$ cat src/rtl/pll_reset_sequencer.sv
// pll_reset_sequencer: PLL bring-up and ordered reset-domain release.
// Holds the PLLs in reset, waits for every lock (retrying on timeout),
// stretches reset while the locks stay stable, then releases the reset
// domains one at a time, lowest index first, with a fixed gap between them.
// A debounced button press re-runs the whole sequence from PLL reset.
// Optional feature macro: RESET_SEQ_LOCK_MONITOR_EN. When defined, losing any
// lock in RELEASE or RUN reasserts all domains and returns to WAIT_LOCK.
// dbg_state mirrors the FSM state register (0 PLL_RST, 1 WAIT_LOCK,
// 2 STRETCH, 3 RELEASE, 4 RUN).
module pll_reset_sequencer #(
   parameter int PLL_COUNT           = 2,
   parameter int DOMAIN_COUNT        = 2,
   parameter int DEBOUNCE_CYCLES     = 16,
   parameter int PLL_RST_CYCLES      = 8,
   parameter int LOCK_TIMEOUT_CYCLES = 1024,
   parameter int STRETCH_CYCLES      = 64,
   parameter int GAP_CYCLES          = 16
) (
   input  logic                    io_systemClk,
   input  logic                    io_asyncResetn,
   input  logic                    io_button,
   input  logic [PLL_COUNT-1:0]    io_pllLocked,
   output logic [PLL_COUNT-1:0]    io_pllRstn,
   output logic [DOMAIN_COUNT-1:0] io_domainReset,
   output logic                    io_ready,
   output logic [7:0]              io_retryCount,
   output logic [2:0]              dbg_state
);

   function automatic int max2(input int a, input int b);
      return (a > b) ? a : b;
   endfunction

   localparam int MAX_P = max2(max2(max2(DEBOUNCE_CYCLES, PLL_RST_CYCLES),
                                    max2(LOCK_TIMEOUT_CYCLES, STRETCH_CYCLES)),
                               GAP_CYCLES);
   localparam int CW = $clog2(MAX_P) + 1;
   localparam int SW = (DOMAIN_COUNT > 1) ? $clog2(DOMAIN_COUNT) : 1;

   // Terminal counts: the counter starts at 0 on state entry, so an N-cycle
   // stay ends when the counter holds N-1.
   localparam logic [CW-1:0] DB_LAST      = CW'(DEBOUNCE_CYCLES - 1);
   localparam logic [CW-1:0] PLL_RST_LAST = CW'(PLL_RST_CYCLES - 1);
   localparam logic [CW-1:0] TIMEOUT_LAST = CW'(LOCK_TIMEOUT_CYCLES - 1);
   localparam logic [CW-1:0] STRETCH_LAST = CW'(STRETCH_CYCLES - 1);
   localparam logic [CW-1:0] GAP_LAST     = CW'(GAP_CYCLES - 1);
   localparam logic [SW-1:0] SLOT_LAST    = SW'(DOMAIN_COUNT - 1);

   typedef enum logic [2:0] {
      ST_PLL_RST   = 3'd0,
      ST_WAIT_LOCK = 3'd1,
      ST_STRETCH   = 3'd2,
      ST_RELEASE   = 3'd3,
      ST_RUN       = 3'd4
   } state_t;

   state_t               state;
   logic [CW-1:0]        cnt;
   logic [SW-1:0]        slot;
   logic [1:0]           btn_sync;
   logic [PLL_COUNT-1:0] lock_s1;
   logic [PLL_COUNT-1:0] lock_s2;
   logic [CW-1:0]        db_cnt;
   logic                 btn_pressed;
   logic                 btn_prev;
   logic                 btn_level;
   logic                 btn_rise;
   logic                 all_locked;

   // Button is active-low: the pressed level is the inverted synchronised pin.
   assign btn_level  = ~btn_sync[1];
   assign btn_rise   = btn_pressed & ~btn_prev;
   assign all_locked = &lock_s2;
   assign dbg_state  = state;

   // Two-flop synchronisers for the asynchronous button and lock inputs.
   always_ff @(posedge io_systemClk or negedge io_asyncResetn) begin
      if (!io_asyncResetn) begin
         btn_sync <= '0;
         lock_s1  <= '0;
         lock_s2  <= '0;
      end else begin
         btn_sync <= {btn_sync[0], io_button};
         lock_s1  <= io_pllLocked;
         lock_s2  <= lock_s1;
      end
   end

   // Debouncer: accept a new button level only after it has differed from
   // the accepted one for DEBOUNCE_CYCLES consecutive cycles.
   always_ff @(posedge io_systemClk or negedge io_asyncResetn) begin
      if (!io_asyncResetn) begin
         db_cnt      <= '0;
         btn_pressed <= 1'b0;
         btn_prev    <= 1'b0;
      end else begin
         btn_prev <= btn_pressed;
         if (btn_level == btn_pressed) begin
            db_cnt <= '0;
         end else if (db_cnt == DB_LAST) begin
            btn_pressed <= btn_level;
            db_cnt      <= '0;
         end else begin
            db_cnt <= db_cnt + CW'(1);
         end
      end
   end

   // Sequencing FSM with registered outputs; a button press overrides every
   // state, including a coincident lock timeout (no retry is counted then).
   always_ff @(posedge io_systemClk or negedge io_asyncResetn) begin
      if (!io_asyncResetn) begin
         state          <= ST_PLL_RST;
         cnt            <= '0;
         slot           <= '0;
         io_pllRstn     <= '0;
         io_domainReset <= '1;
         io_ready       <= 1'b0;
         io_retryCount  <= '0;
      end else if (btn_rise) begin
         state          <= ST_PLL_RST;
         cnt            <= '0;
         slot           <= '0;
         io_pllRstn     <= '0;
         io_domainReset <= '1;
         io_ready       <= 1'b0;
`ifdef RESET_SEQ_LOCK_MONITOR_EN
      end else if (!all_locked && (state == ST_RELEASE || state == ST_RUN)) begin
         state          <= ST_WAIT_LOCK;
         cnt            <= '0;
         slot           <= '0;
         io_domainReset <= '1;
         io_ready       <= 1'b0;
`endif
      end else begin
         case (state)
            ST_PLL_RST: begin
               // Counter parks at its terminal value while the button is held.
               if (cnt != PLL_RST_LAST) begin
                  cnt <= cnt + CW'(1);
               end else if (!btn_pressed) begin
                  state      <= ST_WAIT_LOCK;
                  cnt        <= '0;
                  io_pllRstn <= '1;
               end
            end
            ST_WAIT_LOCK: begin
               if (all_locked) begin
                  state <= ST_STRETCH;
                  cnt   <= '0;
               end else if (cnt == TIMEOUT_LAST) begin
                  state      <= ST_PLL_RST;
                  cnt        <= '0;
                  io_pllRstn <= '0;
                  if (io_retryCount != 8'hFF) begin
                     io_retryCount <= io_retryCount + 8'd1;
                  end
               end else begin
                  cnt <= cnt + CW'(1);
               end
            end
            ST_STRETCH: begin
               if (!all_locked) begin
                  state <= ST_WAIT_LOCK;
                  cnt   <= '0;
               end else if (cnt == STRETCH_LAST) begin
                  state          <= ST_RELEASE;
                  cnt            <= '0;
                  slot           <= '0;
                  io_domainReset <= io_domainReset << 1;
               end else begin
                  cnt <= cnt + CW'(1);
               end
            end
            ST_RELEASE: begin
               // Shifting a zero in from the bottom keeps the vector thermometer-coded.
               if (cnt == GAP_LAST) begin
                  cnt <= '0;
                  if (slot == SLOT_LAST) begin
                     state    <= ST_RUN;
                     io_ready <= 1'b1;
                  end else begin
                     slot           <= slot + SW'(1);
                     io_domainReset <= io_domainReset << 1;
                  end
               end else begin
                  cnt <= cnt + CW'(1);
               end
            end
            ST_RUN: begin
               io_ready <= 1'b1;
            end
            default: begin
               state <= ST_PLL_RST;
               cnt   <= '0;
            end
         endcase
      end
   end

endmodule

$ cat config.mk
export PLATFORM = sky130hd
export DESIGN_NAME = pll_reset_sequencer
export DESIGN_NICKNAME = d
export VERILOG_FILES = /design/src/rtl/pll_reset_sequencer.sv
export SDC_FILE = /design/constraint.sdc
export NUM_CORES = 1
export LEC_CHECK = 0
export BUFFER_PORTS_ARGS = -buffer_cell sky130_fd_sc_hd__buf_2
export CORE_AREA = 2 2 68 70
export CTS_CLUSTER_SIZE = 10
export DETAILED_ROUTE_END_ITERATION = 6
export DIE_AREA = 0 0 70 72
export PLACE_DENSITY_LB_ADDON = 0.15
export SLEW_MARGIN = 20
export SYNTH_ARGS = -nofsm -noshare
export SYNTH_HDL_FRONTEND = slang
export SYNTH_SLANG_ARGS = --single-unit
$ cat constraint.sdc
create_clock -name io_systemClk -period 2.75 [get_ports io_systemClk]
set_input_delay 0.4125 -clock io_systemClk [delete_from_list [all_inputs] [get_ports io_systemClk]]
set_output_delay 0.4125 -clock io_systemClk [all_outputs]
set_load 0.05 [all_outputs]
# After elaboration in Yosys (flattened, before gate mapping)
# Index checks and enable logic that the tools add are counted.
# Widths: inputs -> output; s select.
op_classes:
  addsub: 4
  reduce_logical: 13
  n_shift: 0
  multipliers: 0
  div: 0
  order_cmp: 0
  bitwise_logic: 6
  eq_ne: 24
  mux: 43
op_table:
  columns: ["operator", "n"]
  rows:
  - ["$mux 11", 10]
  - ["$pmux 11 s5", 1]
  - ["$mux 3", 9]
  - ["$ne 3x3->1 const B", 9]
  - ["$add 11x1->11 const B", 2]
  - ["$eq 11x4->1 const B", 2]
  - ["$mux 2", 10]
  - ["$pmux 3 s5", 1]
  - ["$reduce_and 5->1", 3]
  - ["$ne 4x4->1 const B", 3]
  - ["$eq 11x10->1 const B", 1]
  - ["$eq 11x6->1 const B", 1]
  - ["$ne 11x3->1 const B", 1]
  - ["$reduce_bool 3->1", 3]
  - ["$add 8x1->8 const B", 1]
  - ["$mux 1", 8]
  - ["$ne 8x8->1 const B", 1]
  - ["$pmux 2 s2", 2]
  - ["$reduce_and 7->1", 1]
  - ["$eq 3x2->1 const B", 2]
  - ["$reduce_and 2->1", 3]
  - ["$not 1->1", 5]
  - ["$pmux 1 s2", 2]
  - ["$reduce_and 4->1", 1]
  - ["8 further kinds", 8]
word_totals:
  latch_bits: 0
  memories: 0
  romBits: 0
  ramBits: 0
  ff_bits: 47
  out_inout_bits: 16

# Longest topological paths before layout
# Gate-level depths: netlist of the first run.
depth:
  ltp_word: 5
  ltp_mapped: 7
  ltp_nobuf: 7

# Worst setup path before layout of the first run
# OpenSTA, ideal clock, no wires.
synth_timing:
  path_type: "reg2reg"
  start: "reg state[0] (netlist: dbg_state[0])"
  end: "reg io_retryCount[1]"
  arrival_ps: 2148
  setup_slack_ps: 477
  period_less_slack_ps: 2273
  setup_ps: 125
  t_required_ps: 2625
  stages_incl_launch_ff: 7
  cell_sequence: "dfrtp_1 -> buf_2 -> nor3b_1 -> and2_1 -> nand2_1 -> a311oi_4 -> mux2_2"
synth_via:
  elab_chain_len: 2
synth_lines:
  columns: ["element", "line_no", "rtl"]
  rows:
  - ["from (decl)", "57", "state_t state;"]
  - ["from (signal assigned)", "113", "state <= ST_PLL_RST;"]
  - ["from (signal assigned)", "121", "state <= ST_PLL_RST;"]
  - ["from (signal assigned)", "142", "state <= ST_WAIT_LOCK;"]
  - ["$eq 3x1->1", "136", "case (state)"]
  - ["$reduce_and 5->1 (no source line)", null, null]
  - ["to (signal assigned)", "156", "io_retryCount <= io_retryCount + 8'd1;"]
  - ["to (decl)", "26", "output logic [7:0] io_retryCount,"]
# Every way passes these cells.
# A chain may end at the register's enable or synchronous reset.

# Worst setup path after layout of the first run
layout_timing:
  start: "reg cnt[0]"
  end: "reg io_retryCount[1]"
layout_via:
  elab_chain_len: 2
layout_lines:
  columns: ["element", "line_no", "rtl"]
  rows:
  - ["from (decl)", "58", "logic [CW-1:0] cnt;"]
  - ["from (signal assigned)", "140", "cnt <= cnt + CW'(1);"]
  - ["from (signal assigned)", "159", "cnt <= cnt + CW'(1);"]
  - ["from (signal assigned)", "172", "cnt <= cnt + CW'(1);"]
  - ["$eq 11x10->1", "151", "end else if (cnt == TIMEOUT_LAST) begin"]
  - ["$reduce_and 5->1 (no source line)", null, null]
# Every way passes these cells.

==> results of run 1 <==
[how the worst max path moves through the flow]
stage,from,endpoint,slack [ns],depth (start not counted)
2_1_floorplan,dbg_state[0],io_retryCount[1],0.48,6
5_1_grt,cnt[0],io_retryCount[7],0.16,7
3_3_place_gp,cnt[0],io_retryCount[1],0.42,6
6_report,cnt[0],io_retryCount[1],0.41,6
3_5_place_dp,cnt[0],io_retryCount[1],0.41,6
4_1_cts,cnt[0],io_retryCount[1],0.40,6
[worst max-delay path, cell delays in order, from the launching register on]
cell	delay [ns]
dfrtp_1	0.38
ha_1	0.23
nand4_1	0.20
nor4_4	0.39
nand2_1	0.18
a311oi_4	0.46
mux2_2	0.38
[routing by layer]
metal,track usage [%],part of all wire [%]
met1,26.6,50
met2,29.5,46
met3,4.17,3.4
met4,4.49,0.31
met5,0,0
[where the power goes]
group | switching (mW) | internal, mW | total, mW
Sequential | 0.0890 | 0.743 | 0.832
Combinational | 0.435 | 0.250 | 0.686
Clock | 0.237 | 0.183 | 0.420
Total | 0.761 | 1.18 | 1.94
[placed cells by master, fill, tap and decap left out, types with 2 or more instances in the layout]
cell      instances
inv_1             4
nor3_1            6
and3_1           10
o21ai_0          13
nor3b_1           3
nor2_1           23
dfstp_2           2
buf_2            20
a311oi_1          2
o21ai_1           3
nand4_1           4
or4_4             2
a21oi_1           7
a21o_1            4
dfrtp_1          44
and2_1            7
xor2_1            7
a22o_1            4
clkbuf_8          5
nor2b_1           2
xnor2_1          11
nand3_1          13
buf_4             2
ha_1              3
nand2_1          20
[sequential cells by signal (all words and copies together), names as in the netlist, 2 cells and up]
register / count
btn_sync: 2
cnt: 11
db_cnt: 11
dbg_state: 3
io_domainReset: 2
io_retryCount: 8
lock_s1: 2
lock_s2: 2
[cells by family after synthesis]
logic type,Yosys count
and+or+nand+nor,100
DFF,46
AOI/OAI and AO/OA,43
xor gates and xnor gates,18
buffers and inverters,10
adders and majority gates,3
muxes,1
[per-stage QoR]
stage | setup slack, ns | hold slack, ns | power (mW)
floorplan | 0.477 | 0.117 | 1.38
global route | 0.162 | 0.0722 | 2.07
CTS | 0.403 | 0.0620 | 1.95
detailed placement | 0.415 | 0.339 | 1.53
global placement | 0.424 | 0.332 | 1.52
finish | 0.414 | 0.0504 | 1.94
[layout make-up]
type	instances	area [sq um]
Fill cell	386	1760
Clock inverter	3	25.0
Sequential cell	46	1150
Multi-Input combinational cell	165	1060
Inverter	4	15.0
Clock buffer	5	68.8
Tap cell	52	65.1
Timing Repair Buffer	22	115
==> results.md, run 1 <==
* Worst-margin pin slew at 0.548 ns
* Sequential area share after synthesis at 50.9%
* Std cell rows at 24
* Largest family of logic cells by synthesized area: simple AND/OR/NAND/NOR gates
* Die height at 72 um
* Peak VDD IR at 0.000505 V
* Final net count at 252
* Clock sinks at 46
* CP Class: reg2reg
* Min cycle time layout at 2.34 ns
* Worst Hold Class: in2async
* Worst r2r src: cnt[0]
* Post-placement cell area at 0.00241 sq mm
* Clock tree root buffer cell: clkbuf_8
* Synth-to-layout area growth at 10.4%
* Initial antenna violation count at 0
* Final worst-path cycle share at 84.9%
* Setup Viol. Count Final at 0
* Clk_lat worst skew at 0.30 ns
* Number of synthesized flops with an enable pin at 0
* Vias in the first global route at 1593
* Synth Instances at 221
* Drt pass-1 iters at 4
* Gr usage total at 18.7%
* WL/cell at 14.2 um
* Final core occ at 58.7%
* Fin Setup TNS at 0 ns
* Final Skew at 0.00841 ns
* Most numerous cell in the Yosys netlist: dfrtp_1
* Synth top area share at 48.6%
* Worst rel slew slack at 63.2%
* Top_reg_cell synth: dfrtp_1
* Worst Path Required at 2.94 ns
* Core ar. at 0.00426 sq mm
* CP Data Arrival Time at 2.52 ns
* Mapped cell area at 0.00227 sq mm
* Power Dens Cells at 774 mW/mm^2
* Ys async rst share at 100%
* Placed insts at 289
* Hold_buf cts at 0
* Ys Warns at 0
* Clk pin slew, worst setup/hold paths at 0.09 ns
* Final Max Tran Viols at 0
* Mux cell area share after synthesis at 0.497%
* Vias per cell at 5.55
* Area leader, netlist: dfrtp_1
* Final hold violation count at 0
* PostCTS Resize Cnt at 0
* Initial DRC count at 96
* First-pass GRT wire length at 7520 um
* Max-capacitance violation count at 0
* Highest achievable clock rate at 0.428 GHz
* Synth top area cells: dfrtp_1 (49%), xnor2_1 (4.3%), nor2_1 (3.8%)
* Hpwl dp at 3030 um
* Syn_nets at 229
* Critical path fanouts, max at 8
* Reg-to-Reg End: io_retryCount[1]
* GPL Wtd Cong at 0.876
* Critical path endpoint category: flop
* R2R depth at 6
* Routed Antenna Nets at 0
* Non-filler cells, final at 297
* Die area at 0.00504 sq mm
* CTS buffer count at 5
* Syn avg cell area at 10.3 sq um
* Clk buf depth at 2
* Unrepaired setup endpoints after global routing: false
* #FFs+latches synth at 46
* Synth Area in XOR/XNOR at 6.96%
* Design area at 0.00250 sq mm
* H-tree Lvls at 2
* Layout cells sized above 1 at 18.0%
* N_diodes at 0
* Largest net degree at the start of global routing at 29
* Worst setup SP type: flop
* Synth Area in Simple Gates at 23.9%
* Chip Width at 70 um
* Post-Synth Adder-Cell Area at 1.66%
* Leakage at 1.18 nW
* Gr ovfl total at 0
* Initial Util at 53.1%
* DRC violations left at 0
* CTS tree: yes
* Post-CTS setup buffer count at 0
* Final wirelength at 4220 um
* Synth Area in Compound Gates at 13.7%
* Port-buffer cells at 20
* FF-to-FF setup slack at 0.41 ns
* Synth top cells by count: dfrtp_1 (44), nor2_1 (23), nand2_1 (20)
* Via count at 1649
* Synth unique cells at 47
* Top-Level Pins at 21
* Status: finished, final reports clean
(Power assumes the default switching activity.)
==> run 2: changes to the inputs <==
Settings changed: ABC_AREA from default to 1, CORE_AREA 2 2 68 70 to 2 2 74 76, DIE_AREA 0 0 70 72 to 0 0 76 78.
Clock period 2.75 ns to 2.2 ns, I/O delays scaled along.
==> run 2 against run 1 <==
Net effect:
- synthesized cell count grew 62%
- clock-buffer cell count is the same
- largest cell class is now multi-input combinational cells
- wire length grew 30%
- non-clock buffer count shrank 1
- area after synthesis grew 21%
- die area grew 18%
- register-to-register slack gained 0.07 ns
==> results.md, run 2 <==
* Status: finished, final reports clean
* Ys Warns at 0
* Synth top area share at 40.1%
* First-pass GRT wire length at 9630 um
* N_diodes at 0
* Slowest Stage Delay on Critical Path at 0.46 ns
* CTS tree: yes
* Unrepaired setup endpoints after global routing: false
* Post-place setup slack at 0.512 ns
* Worst setup SP type: flop
* WP buf/inv at 0
* Post-CTS setup buffer count at 0
* CP Data Arrival Time at 1.91 ns
* Largest net degree at the start of global routing at 47
* Die height at 78 um
* Final Max Tran Viols at 0
* Commonest non-fill, non-tap cells in the layout: nand2_1 (97), dfrtp_1 (44), inv_1 (40), nor2_1 (38), nand3_1 (26)
* Port-buffer cells at 20
* Initial Util at 54.4%
* Clock tree root buffer cell: clkbuf_8
* Final hold violation count at 0
* Synth top area cells: dfrtp_1 (40%), nand2_1 (13%), inv_1 (5.5%)
* Worst-margin pin slew at 0.581 ns
* Final net count at 388
* Hold_buf cts at 0
* #FFs+latches synth at 46
* Max-capacitance violation count at 0
* Clk_lat worst skew at 0.31 ns
* Drt pass-1 iters at 4
* Hold Worst Slack at 0.0976 ns
* Syn avg cell area at 7.68 sq um
* Layout cells sized above 1 at 19.4%
* Vias per cell at 5.08
* Top-Level Pins at 21
* Worst Hold Class: in2async
* Power Dens Cells at 958 mW/mm^2
* DRC violations left at 0
* Clk buf depth at 2
* Non-filler cells, final at 451
* Peak VDD IR at 0.000526 V
* Slowest cell on crit path: dfrtp_1
* Most numerous cell in the Yosys netlist: nand2_1
* Via count at 2290
* Core ar. at 0.00504 sq mm
* Critical path endpoint category: flop
* Hpwl dp at 4100 um
* CP Class: reg2reg
* Routed Antenna Nets at 0
* Largest regs: cnt: 11 flops, db_cnt: 11 flops, io_retryCount: 8 flops
* Final worst-path cycle share at 77.9%
* Area leader, netlist: dfrtp_1
* Synth top cells by count: nand2_1 (97), dfrtp_1 (44), inv_1 (40)
* Most common cell after layout, fill and taps aside: nand2_1
* Initial antenna violation count at 0
* Die area at 0.00593 sq mm
* Number of synthesized flops with an enable pin at 0
* Initial DRC count at 133
* Critical path fanouts, max at 6
* WL/cell at 12.2 um
* Leakage at 1.53 nW
* Ys async rst share at 100%
* Min cycle time layout at 1.71 ns
* Family with the most delay on the worst path: simple AND/OR/NAND/NOR gates
* Worst rel slew slack at 61.3%
* Chip Width at 76 um
* H-tree Lvls at 2
* Clock sinks at 46
* Mapped cell area at 0.00274 sq mm
* Sequential area share after synthesis at 42.1%
* Synth-to-layout area growth at 10.7%
* CTS buffer count at 5
* Highest achievable clock rate at 0.584 GHz
* PostCTS Resize Cnt at 0
* Gr ovfl total at 0
* Top_reg_cell synth: dfrtp_1
* Fin Setup TNS at 0 ns
* Synth unique cells at 41
* Synth Instances at 357
* Total stage count of the critical path at 7
* R2R depth at 7
* Syn_nets at 365
* Setup Viol. Count Final at 0
* Placed insts at 443
* Clk pin slew, worst setup/hold paths at 0.09 ns
* Final wirelength at 5480 um
* Final Skew at 0.0104 ns
* GPL Wtd Cong at 0.872
* Vias in the first global route at 2160
* Power Total at 2.91 mW
* Gr usage total at 20.1%
* Setup ws final at 0.487 ns
* Critical-path cell list: nor2_2 > nand2_2 > nor2_2 > nand3_4 > nor2_4 > nand2_2 > xnor2_2
* Std cell rows at 26
* Worst Path Required at 2.40 ns
## run 2: cell families (layout without fill, tap and decap cells)
family / count (synthesis) / count (layout) / share of synthesized area (%)
compound gates: 36 / 36 / 7.98
xor+xnor: 11 / 11 / 3.79
fa+ha+maj: 3 / 3 / 1.37
buf+inv: 52 / 76 / 7.94
flops: 46 / 46 / 42.1
simple gates: 209 / 209 / 36.9
## run 2: area by class of cell
class,count,area (sq um)
Multi-Input combinational cell,259,1370
Timing Repair Buffer,21,108
Fill cell,461,2010
Sequential cell,46,1150
Clock buffer,5,68.8
Inverter,47,179
Clock inverter,3,68.8
Tap cell,70,87.6
## run 2: worst paths after layout
| path | from | to | slack (ns) |
|---|---|---|---|
| min in group io_systemClk | io_button | btn_sync[0] | 0.13 |
| max | dbg_state[2] | io_retryCount[5] | 0.49 |
| max in group asynchronous | io_asyncResetn | io_retryCount[7] | 1.70 |
| min reg2reg | lock_s1[0] | lock_s2[0] | 0.35 |
| min | io_asyncResetn | cnt[0] | 0.1 |
| max reg2reg | dbg_state[2] | io_retryCount[5] | 0.49 |
## run 2: worst reg2reg max path: stages, from the launching register on
cell	delay, ns
dfrtp_1	0.46
nor2_2	0.26
nand2_2	0.16
nor2_2	0.25
nand3_4	0.14
nor2_4	0.13
nand2_2	0.07
xnor2_2	0.13
## run 2: stage by stage
stage	utilization, %	area [sq um]
after CTS	60.2	3040
after floorplan	-	2740
after global placement	57.5	2900
after global routing	60.2	3040
after detailed placement	57.5	2900
final	60.2	3040
## run 2: power by group
| part | switching (mW) | internal [mW] |
|---|---|---|
| Clock | 0.297 | 0.455 |
| Combinational | 0.766 | 0.321 |
| Sequential | 0.129 | 0.943 |
| Total | 1.19 | 1.72 |
## run 2: per-layer routing
metal / track usage, % / wire [um]
met1: 25.0 / 2500
met2: 35.8 / 2710
met4: 6.00 / 84
met3: 3.60 / 188
met5: 0 / 0
==> run 3: changes to the inputs <==
Settings changed: CORE_AREA 2 2 74 76 to 2 2 75 77, DIE_AREA 0 0 76 78 to 0 0 77 79.
Clock period 2.2 ns to 1.41 ns, I/O delays scaled along.
==> run 3 against run 2 <==
Net effect:
- the run now ends with negative setup slack left
- worst hold slack worse by 0.079 ns
- largest cell class unchanged
- sequential share of layout area down 7.4 points
- highest routed layer unchanged
- power rose by 78%
- setup slack got worse by 0.64 ns
- clock power up 34%
==> results.md, run 3 (same netlist as run 2, synthesis figures left out) <==
* Hpwl dp at 4820 um
* Power Dens Cells at 1360 mW/mm^2
* Peak VDD IR at 0.000842 V
* Chip Width at 77 um
* Capture point of the critical path: cnt[4]
* Worst-margin pin slew at 0.313 ns
* Commonest non-fill, non-tap cells in the layout: nand2_1 (85), buf_4 (64), inv_1 (34), dfrtp_1 (33), nor2_1 (25)
* Die height at 79 um
* Highest achievable clock rate at 0.641 GHz
* Most common cell after layout, fill and taps aside: nand2_1
* CP Data Arrival Time at 1.76 ns
* N_diodes at 0
* Leakage at 1.88 nW
* Setup ws final at -0.149 ns
* Drt pass-1 iters at 4
* Gr usage total at 23.3%
* Initial antenna violation count at 0
* Post-placement cell area at 0.00341 sq mm
* Unrepaired setup endpoints after global routing: true
* Final net count at 455
* Final Max Tran Viols at 0
* Largest regs: cnt: 11 flops, db_cnt: 11 flops, io_retryCount: 8 flops
* Setup Viol. Count Final at 24
* CTS buffer count at 5
* Design area at 0.00382 sq mm
* Worst rel slew slack at 79.1%
* Initial Util at 51.4%
* Final worst-path cycle share at 111%
* Critical path fanouts, max at 4
* Std cell rows at 27
* Filler cells at 408
* Critical path endpoint category: flop
* Clk pin slew, worst setup/hold paths at 0.10 ns
* R2R depth at 10
* Clk_lat worst skew at 0.30 ns
* CP Class: reg2reg
* Area of the multi-input gates at 0.00162 sq mm
* DRC violations left at 0
* Slowest cell on crit path: dfrtp_1
* First-pass GRT wire length at 11400 um
* FF+latch area at 0.00117 sq mm
* Synth-to-layout area growth at 39.4%
* Max-capacitance violation count at 0
* Vias in the first global route at 2530
* CP most frequent cell: nand2_1
* Gr ovfl total at 0
* Clk buf depth at 2
* Slowest Stage Delay on Critical Path at 0.41 ns
* H-tree Lvls at 2
* Final wirelength at 6790 um
* Top-Level Pins at 21
* Initial DRC count at 156
* Worst Path Required at 1.61 ns
* Clock tree root buffer cell: clkbuf_8
* Worst Hold Class: in2reg
* Routed Antenna Nets at 0
* Power Total at 5.19 mW
* Largest net degree at the start of global routing at 47
* Critical-path cell list: ha_4 > nand2_4 > nor2_4 > buf_4 > xnor2_1 > inv_1 > o211ai_1 > nand3_1 > nand2_1 > nand2_1
* Core ar. at 0.00534 sq mm
* WL/cell at 13.1 um
* Layout cells sized above 1 at 43.5%
* CTS tree: yes
* Critical path origin: cnt[0]
* Reg-to-Reg End: cnt[4]
* Worst r2r src: cnt[0]
* Final Skew at 0.0146 ns
* Final hold violation count at 0
* Status: finished, violations left
* GPL Wtd Cong at 0.895
* Port-buffer cells at 20
* Worst setup SP type: flop
* Hold Worst Slack at 0.0184 ns
* Die area at 0.00608 sq mm
* FF-to-FF setup slack at -0.15 ns
* Clock sinks at 46
* Vias per cell at 5.03
* Min cycle time layout at 1.56 ns
* Violated checks: negative setup slack
* Via count at 2617
## run 3: changes by cell type in the layout (fill, tap and decap cells not counted), sizes merged
cell         delta
buf            +65
dlygate4sd3     +2
inv             +1
bufinv          -1
## run 3: report_power, final
part / leakage, nW / internal (mW) / switching [mW] / total (mW)
clock: 0.0585 / 0.532 / 0.477 / 1.01
combinational: 1.23 / 0.970 / 1.49 / 2.46
sequential: 0.588 / 1.48 / 0.240 / 1.72
## run 3: per-layer routing
layer	GRT usage (%)	wire [um]	up-vias
met5	0	0	-
met4	6.07	71	0
met3	3.86	270	7
met2	41.1	3460	57
met1	30.1	3000	1221
li1	-	-	1332
## run 3: how the worst min path moves through the flow
| stage | start | to | slack, ns | cells after the start |
|---|---|---|---|---|
| global placement | io_asyncResetn | cnt[2] | 0.21 | 2 |
| detailed placement | io_asyncResetn | cnt[2] | 0.21 | 2 |
| CTS | io_button | btn_sync[0] | 0.01 | 1 |
| global route | io_button | btn_sync[0] | 0.004 | 1 |
| floorplan | io_asyncResetn | btn_pressed | -0.08 | 0 |
| finish | io_button | btn_sync[0] | 0.02 | 1 |
## run 3: final cells by class
cell class / instances / share of cell area, %
clock buffers: 5 / 1.80
clock inverters: 3 / 1.15
inverters: 47 / 4.88
multi-input cells: 259 / 42.4
flip-flops and latches: 46 / 30.6
well taps: 72 / 2.36
repair buffers: 88 / 16.9
## run 3: timing repair
action,4_1_cts,5_1_grt
pin swaps,10,9
resized for setup,20,35
endpoints found under the setup margin,25,31
setup buffers,9,5
hold endpoints to repair,44,1
hold buffers,1,1
## run 3: stage by stage
step                      worst slack, ns  TNS [ns]  util, %  std cells
after CTS                          -0.123     -1.42     68.7        514
after detailed placement           -0.211     -2.88     63.8        496
final                              -0.149     -2.05     71.6        520
after floorplan                    -0.126    -0.781        -        357
after global placement             -0.119     -1.29     63.8        496
after global routing               -0.241     -4.65     71.6        520
## run 3: critical path, delay by kind of cell (launching register included)
kind | cells | cell delay [ns]
buffers and inverters | 2 | 0.23
flip-flops | 1 | 0.41
AND/OR/NAND/NOR | 5 | 0.43
adder cells (fa/ha/maj) | 1 | 0.17
AO/OA/AOI/OAI | 1 | 0.10
XOR/XNOR | 1 | 0.11
